--- config.mk ---
export PLATFORM = sky130hd
export DESIGN_NAME = exp_interval
export DESIGN_NICKNAME = d
export VERILOG_FILES = /design/src/rtl/exp_interval.sv
export SDC_FILE = /design/constraint.sdc
export NUM_CORES = 1
export LEC_CHECK = 0
export CAP_MARGIN = 10
export CORE_UTILIZATION = 55
export DETAILED_ROUTE_END_ITERATION = 16
export HOLD_SLACK_MARGIN = 0.08
export PLACE_DENSITY = 0.79
export SETUP_SLACK_MARGIN = 0.3
export SLEW_MARGIN = 20
export SYNTH_ARGS = -nofsm -noshare
export SYNTH_HDL_FRONTEND = slang
export SYNTH_SLANG_ARGS = --single-unit
export TNS_END_PERCENT = 20
--- constraint.sdc ---
create_clock -name clk -period 5 [get_ports clk]
set_input_delay 1.25 -clock clk [delete_from_list [all_inputs] [get_ports clk]]
set_output_delay 1.25 -clock clk [all_outputs]
set_load 0.005 [all_outputs]
--- src/rtl/exp_interval.sv ---
// Exponential inter-arrival stage: tau = -ln(U) / lambda in Q8.8, computed with
// an 18-step restoring divider behind a start/busy/done handshake.
module exp_interval #(
    parameter int W_IN  = 10,
    parameter int FRAC  = 8,
    parameter int W_OUT = 16
) (
    input  logic              clk,
    input  logic              rst,
    input  logic              start,
    input  logic [W_IN-1:0]   ln_in,
    input  logic [W_IN-1:0]   lambda,
    output logic [W_OUT-1:0]  tau,
    output logic              busy,
    output logic              done,
    output logic              ovf,
    output logic              err
);
    localparam int W_N = W_IN + FRAC;      // dividend / quotient width
    localparam int W_R = W_IN + 1;         // remainder width
    localparam int W_C = $clog2(W_N);

    typedef enum logic [1:0] {S_IDLE, S_DIV, S_DONE} state_t;

    state_t            r_state;
    logic [W_N-1:0]    r_num;
    logic [W_N-1:0]    r_quo;
    logic [W_IN-1:0]   r_den;
    logic [W_R-1:0]    r_rem;
    logic [W_C-1:0]    r_cnt;

    logic [W_IN-1:0]   w_mag;
    logic [W_R:0]      w_trial;
    logic              w_fit;
    logic [W_R-1:0]    w_diff;
    logic [W_R-1:0]    w_rem_next;
    logic [W_N-1:0]    w_quo_next;

    // Positive ln values are out of domain and clamp to a zero magnitude.
    always_comb begin
        w_mag      = ln_in[W_IN-1] ? (~ln_in + 1'b1) : '0;
        w_trial    = {r_rem, r_num[W_N-1]};
        w_fit      = w_trial >= {{(W_R+1-W_IN){1'b0}}, r_den};
        w_diff     = w_trial[W_R-1:0] - {{(W_R-W_IN){1'b0}}, r_den};
        w_rem_next = w_fit ? w_diff : w_trial[W_R-1:0];
        w_quo_next = {r_quo[W_N-2:0], w_fit};
    end

    // NOTE: state is updated with non-blocking assignments so every register
    // samples the pre-edge values of the others, regardless of statement order.
    always_ff @(posedge clk) begin
        if (rst) begin
            r_state <= S_IDLE;
            r_num   <= '0;
            r_quo   <= '0;
            r_den   <= '0;
            r_rem   <= '0;
            r_cnt   <= '0;
            tau     <= '0;
            busy    <= 1'b0;
            done    <= 1'b0;
            ovf     <= 1'b0;
            err     <= 1'b0;
        end else begin
            case (r_state)
                S_IDLE, S_DONE: begin
                    if (start) begin
                        done  <= 1'b0;
                        ovf   <= 1'b0;
                        err   <= 1'b0;
                        r_num <= {w_mag, {FRAC{1'b0}}};
                        r_den <= lambda;
                        r_rem <= '0;
                        r_quo <= '0;
                        r_cnt <= W_C'(W_N - 1);
                        if (lambda == '0) begin
                            r_state <= S_DONE;
                            tau     <= '1;
                            err     <= 1'b1;
                            done    <= 1'b1;
                        end else begin
                            r_state <= S_DIV;
                            busy    <= 1'b1;
                        end
                    end
                end
                S_DIV: begin
                    r_rem <= w_rem_next;
                    r_quo <= w_quo_next;
                    r_num <= {r_num[W_N-2:0], 1'b0};
                    r_cnt <= r_cnt - 1'b1;
                    // Last step: the freshly shifted quotient is final.
                    if (r_cnt == '0) begin
                        r_state <= S_DONE;
                        busy    <= 1'b0;
                        done    <= 1'b1;
                        if (|w_quo_next[W_N-1:W_OUT]) begin
                            tau <= '1;
                            ovf <= 1'b1;
                        end else begin
                            tau <= w_quo_next[W_OUT-1:0];
                        end
                    end
                end
                default: r_state <= S_IDLE;
            endcase
        end
    end
endmodule
# Yosys cells after proc, flatten, opt, wreduce, memory -nomap -nowiden
# Cells that the tools add are included.
# Widths: inputs -> output; s select.
[classes]
n_addsub = 3
n_mul = 0
div = 0
order_cmp = 1
n_eq_ne = 7
shift = 0
mux = 31
n_bitwise = 1
n_reduce_logical = 13
[ops]
columns = ["op", "n"]
rows = [
  ["$mux 16", 4],
  ["$pmux 18 s2", 1],
  ["$pmux 17 s2", 1],
  ["$pmux 16 s2", 1],
  ["$mux 11", 2],
  ["$pmux 11 s2", 1],
  ["$mux 18", 1],
  ["$mux 17", 1],
  ["$ge 12x10->1", 1],
  ["$reduce_and 4->1", 3],
  ["$sub 11x10->11", 1],
  ["$add 10x1->10 const B", 1],
  ["$logic_not 10->1", 1],
  ["$mux 10", 1],
  ["$ne 2x2->1 const B", 5],
  ["$not 10->10", 1],
  ["$pmux 5 s2", 1],
  ["$mux 1", 9],
  ["$mux 2", 3],
  ["$pmux 1 s2", 3],
  ["$reduce_and 2->1", 3],
  ["$logic_not 5->1", 1],
  ["$mux 5", 1],
  ["$sub 5x1->5 const B", 1],
  ["other kinds (7)", 8],
]
[word_totals]
register_bits = 83
latchBits = 0
mem_bits_rw = 0
mem_bits_ro = 0
inputBits = 23
output_inout_bits = 20
elab_cells = 67
n_memories = 0

# Longest topological paths before layout
[depth]
depth_word = 5
mapped_depth = 9
mapped_depth_nobuf = 9

# Worst setup path after synthesis
# OpenSTA, ideal clock, no wires.
[synth_timing]
path_type = "in2reg"
startpoint = "input ln_in[0]"
endpoint = "register r_num[16]"
setup_time_ns = 0.128
arrival_ns = 2.357
required_time_ns = 4.872
path_slack_ns = 2.515
stages = 7
n_path_buf = 0
cell_sequence = "inv_1 ha_1 nor3b_1 nand2_1 xor2_1 a222oi_1 nor2_1"
[synth_between]
elab_chain_cells = 5
[synth_rtl]
columns = ["item", "line", "rtl"]
rows = [
  ["from (decl)", "11", "input logic [W_IN-1:0] ln_in,"],
  ["$not 10->10", "41", "w_mag = ln_in[W_IN-1] ? (~ln_in + 1'b1) : '0;"],
  ["$add 10x1->10", "41", ""],
  ["$mux 10", "41", ""],
  ["$mux 18", "67", "if (start) begin"],
  ["$pmux 18 s2", "65", "case (r_state)"],
  ["to (signal assigned)", "71", "r_num <= {w_mag, {FRAC{1'b0}}};"],
  ["to (signal assigned)", "90", "r_num <= {r_num[W_N-2:0], 1'b0};"],
  ["to (decl)", "26", "logic [W_N-1:0] r_num;"],
]
# Every way passes these cells. The select of a mux whose other input is x is not followed.
# A chain may end at the register's enable or synchronous reset.

# Worst setup path after layout
[layout_timing]
startpoint = "input start"
endpoint = "register tau[9]"
[layout_between]
elab_chain_cells = 2
[layout_rtl]
columns = ["item", "line", "rtl"]
rows = [
  ["from (decl)", "10", "input logic start,"],
  ["$ne 2x2->1 (no source line)", "-", ""],
  ["$reduce_and 4->1 (no source line)", "-", ""],
  ["to (signal assigned)", "101", "tau <= w_quo_next[W_OUT-1:0];"],
  ["to (decl)", "13", "output logic [W_OUT-1:0] tau,"],
]
# Every way passes these cells.

==> results.sh <==
export IMPL_max_cap_viol_count=0
export IMPL_vias_per_cell=5.724
export IMPL_drv_slew=0
export IMPL_gp_congestion=0.9012
export IMPL_gr_total_overflow=0
export IMPL_drt_wl_total_mm=7.383
export IMPL_syn_area_mm2=0.003540
export IMPL_synth_edf_count=0
export IMPL_clkTransAtPathRegs_ns=0.08
export IMPL_grt_max_degree=46
export IMPL_powerDensity_mw_per_mm2=389.9
export IMPL_drt_iter0_markers=159
export IMPL_cts_buffers=9
export IMPL_worst_slew_pin_slew_ns=0.8646
export IMPL_grt_pass1_vias=2698
export IMPL_cts_resized_gates=0
export IMPL_cp_end_kind="flop"
export IMPL_clockBufferDepth=2
export IMPL_critPathKind="input port to flop"
export IMPL_period_share_pct=62.78
export IMPL_syn_avg_cell_area_um2=8.633
export IMPL_fp_dieW_um=82.22
export IMPL_numPortBuffers=42
export IMPL_rows=28
export IMPL_routedWlPerCell_um=14.14
export IMPL_fill_cells=524
export IMPL_dr_total_vias=2988
export IMPL_io_pins=43
export IMPL_synth_seq_cells=75
export IMPL_highest_layer="met4"
export IMPL_yosysUniqueCellTypes=51
export IMPL_cp_start_kind="input port"
export IMPL_ff2ff_path_depth=9
export IMPL_root_buffer="clkbuf_8"
export IMPL_async_flop_share_pct=0
export IMPL_dr_wl_met3_um=229
export IMPL_coreArea_mm2=0.006061
export IMPL_antenna_left=0
export IMPL_seq_area_mm2=0.001501
export IMPL_fin_util_pct=68.81
export IMPL_post_place_cells=506
export IMPL_outcome="finished clean"
export IMPL_hold_path_depth=2
export IMPL_post_route_drc_count=0
export IMPL_cts_tree="built"
export IMPL_synth_flop_cell="dfxtp_1"
export IMPL_htreeDepth=3
export IMPL_die_area_mm2=0.006760
export IMPL_fin_area_mm2=0.004170
export IMPL_drive_gt1_share_pct=9.172
export IMPL_fin_cells=522
export IMPL_wl_met1_mm=3.623
export IMPL_yosysWarnings=0
export IMPL_final_cell_mix="dfxtp_1 (75), nor2_1 (74), clkdlybuf4s50_1 (41), nand2_1 (40), a21oi_1 (26)"
export IMPL_die_h_um=82.22
export IMPL_insertedDiodeCount=0
export IMPL_ir_worst_vdd_mv=0.2717
export IMPL_hold_viol_final=0
export IMPL_ys_seq_area_share_pct=42.42
export IMPL_groute_usage_overall_pct=24.31
export IMPL_finalSetupViolations=0
export IMPL_drtPass1Iterations=4
export IMPL_dp_hpwl_mm=5.156
export IMPL_hp_class="flop to flop"
export IMPL_layout_min_cycle_time_ns=3.139
export IMPL_synthCells=410
export IMPL_grt_setup_unrepaired="false"
export IMPL_cts_setup_buffers=0
export IMPL_wl_met2_mm=3.392
export IMPL_syn2layout_area_growth_pct=17.82
export IMPL_cp_required_ns=5.25
export IMPL_antenna_found_initial=0
export IMPL_cts_hold_buf=0
export IMPL_grt_pass1_wl_mm=12.48
export IMPL_crit_path_max_fanout=34
export IMPL_place_area_mm2=0.003969
export IMPL_leakage_nw=1.539
export IMPL_fin_skew_ns=0.01255
export IMPL_fmax_mhz=318.6
export IMPL_multi_input_area_mm2=0.001857
export IMPL_finalPower_mw=1.626
export IMPL_clock_sinks=75
export IMPL_start_util_pct=58.40
export IMPL_max_slew_margin_pct=42.36
export IMPL_cp_arrival_ns=3.39
export IMPL_tns_ns=0
export IMPL_final_common_cell="dfxtp_1"
export IMPL_clock_latency_ns=0.35
export IMPL_nets=479
export IMPL_mappedNetlistNets=447
[kinds of logic (layout without fill, tap and decap cells)]
logic type / Yosys count / count (layout) / synth area share, %
xor+xnor: 14 / 14 / 3.464
flops: 75 / 75 / 42.42
buf+inv: 43 / 80 / 5.267
mux: 5 / 5 / 1.414
fa+ha+maj: 14 / 14 / 5.161
simple gates: 152 / 152 / 19.19
compound gates: 107 / 107 / 23.08
[flip-flops by register name, indices dropped and copies added (netlist names)]
signal	count
r_quo	17
r_den	10
r_state	2
tau	16
done	1
r_num	10
err	1
busy	1
r_rem	11
ovf	1
r_cnt	5
[per-stage QoR]
| step | hold WS, ns | setup WS (ns) |
|---|---|---|
| floorplan | 0.4322 | 2.515 |
| global placement | 0.4411 | 1.625 |
| detailed placement | 0.4484 | 1.516 |
| CTS | 0.4579 | 1.882 |
| global route | 0.4892 | 1.677 |
| finish | 0.4585 | 1.861 |
[final timing paths]
path	from	endpoint	slack (ns)
max	start	tau[9]	1.86
min	r_den[1]	r_den[1]	0.46
max reg2reg	r_num[17]	r_rem[0]	2.71
min reg2reg	r_den[1]	r_den[1]	0.46
[power by group]
group / switching (mW) / leakage [nW] / total (mW) / internal [mW]
combinational: 0.271 / 0.828 / 0.484 / 0.214
sequential: 0.0312 / 0.611 / 0.670 / 0.638
clock: 0.226 / 0.0999 / 0.472 / 0.246
[synthesized netlist by cell type, drive strengths merged (3+ instances only)]
library cell	n	share of area, %
o21ai	12	1.8
nand3	6	0.85
a22oi	22	5.1
nor4	4	0.71
inv	17	1.8
nand2b	5	0.88
a222oi	6	1.7
nand2	40	4.2
clkbuf	15	1.6
nor2b	4	0.71
a31oi	3	0.53
mux2i	5	1.4
dfxtp	75	42
nor2	75	8.0
xnor2	9	2.2
xor2	5	1.2
a211oi	19	4.7
ha	13	4.6
buf	11	1.9
nor3	7	1.1
a21oi	28	4.2
a32oi	4	0.99
[worst max-delay path, cell delays in order]
cell             delay (ns)
clkdlybuf4s50_1        0.51
nand2b_1               0.41
a22oi_4                0.87
nor2_1                 0.09
a211oi_1               0.26
[layer usage]
layer | vias to the layer above | GRT usage [%]
li1 | 1518 | -
met1 | 1403 | 32.61
met2 | 56 | 38.10
met3 | 11 | 3.297
met4 | 0 | 12.28
met5 | - | 0
[cell type report]
class	instances	area share, %
clock buffer	11	3.390
clock inverter	5	1.440
inverter	17	1.530
multi-input combinational	292	44.52
sequential	75	36.00
tap	75	2.250
timing repair buffer	47	10.86
Power figures use the tool's default switching activity.
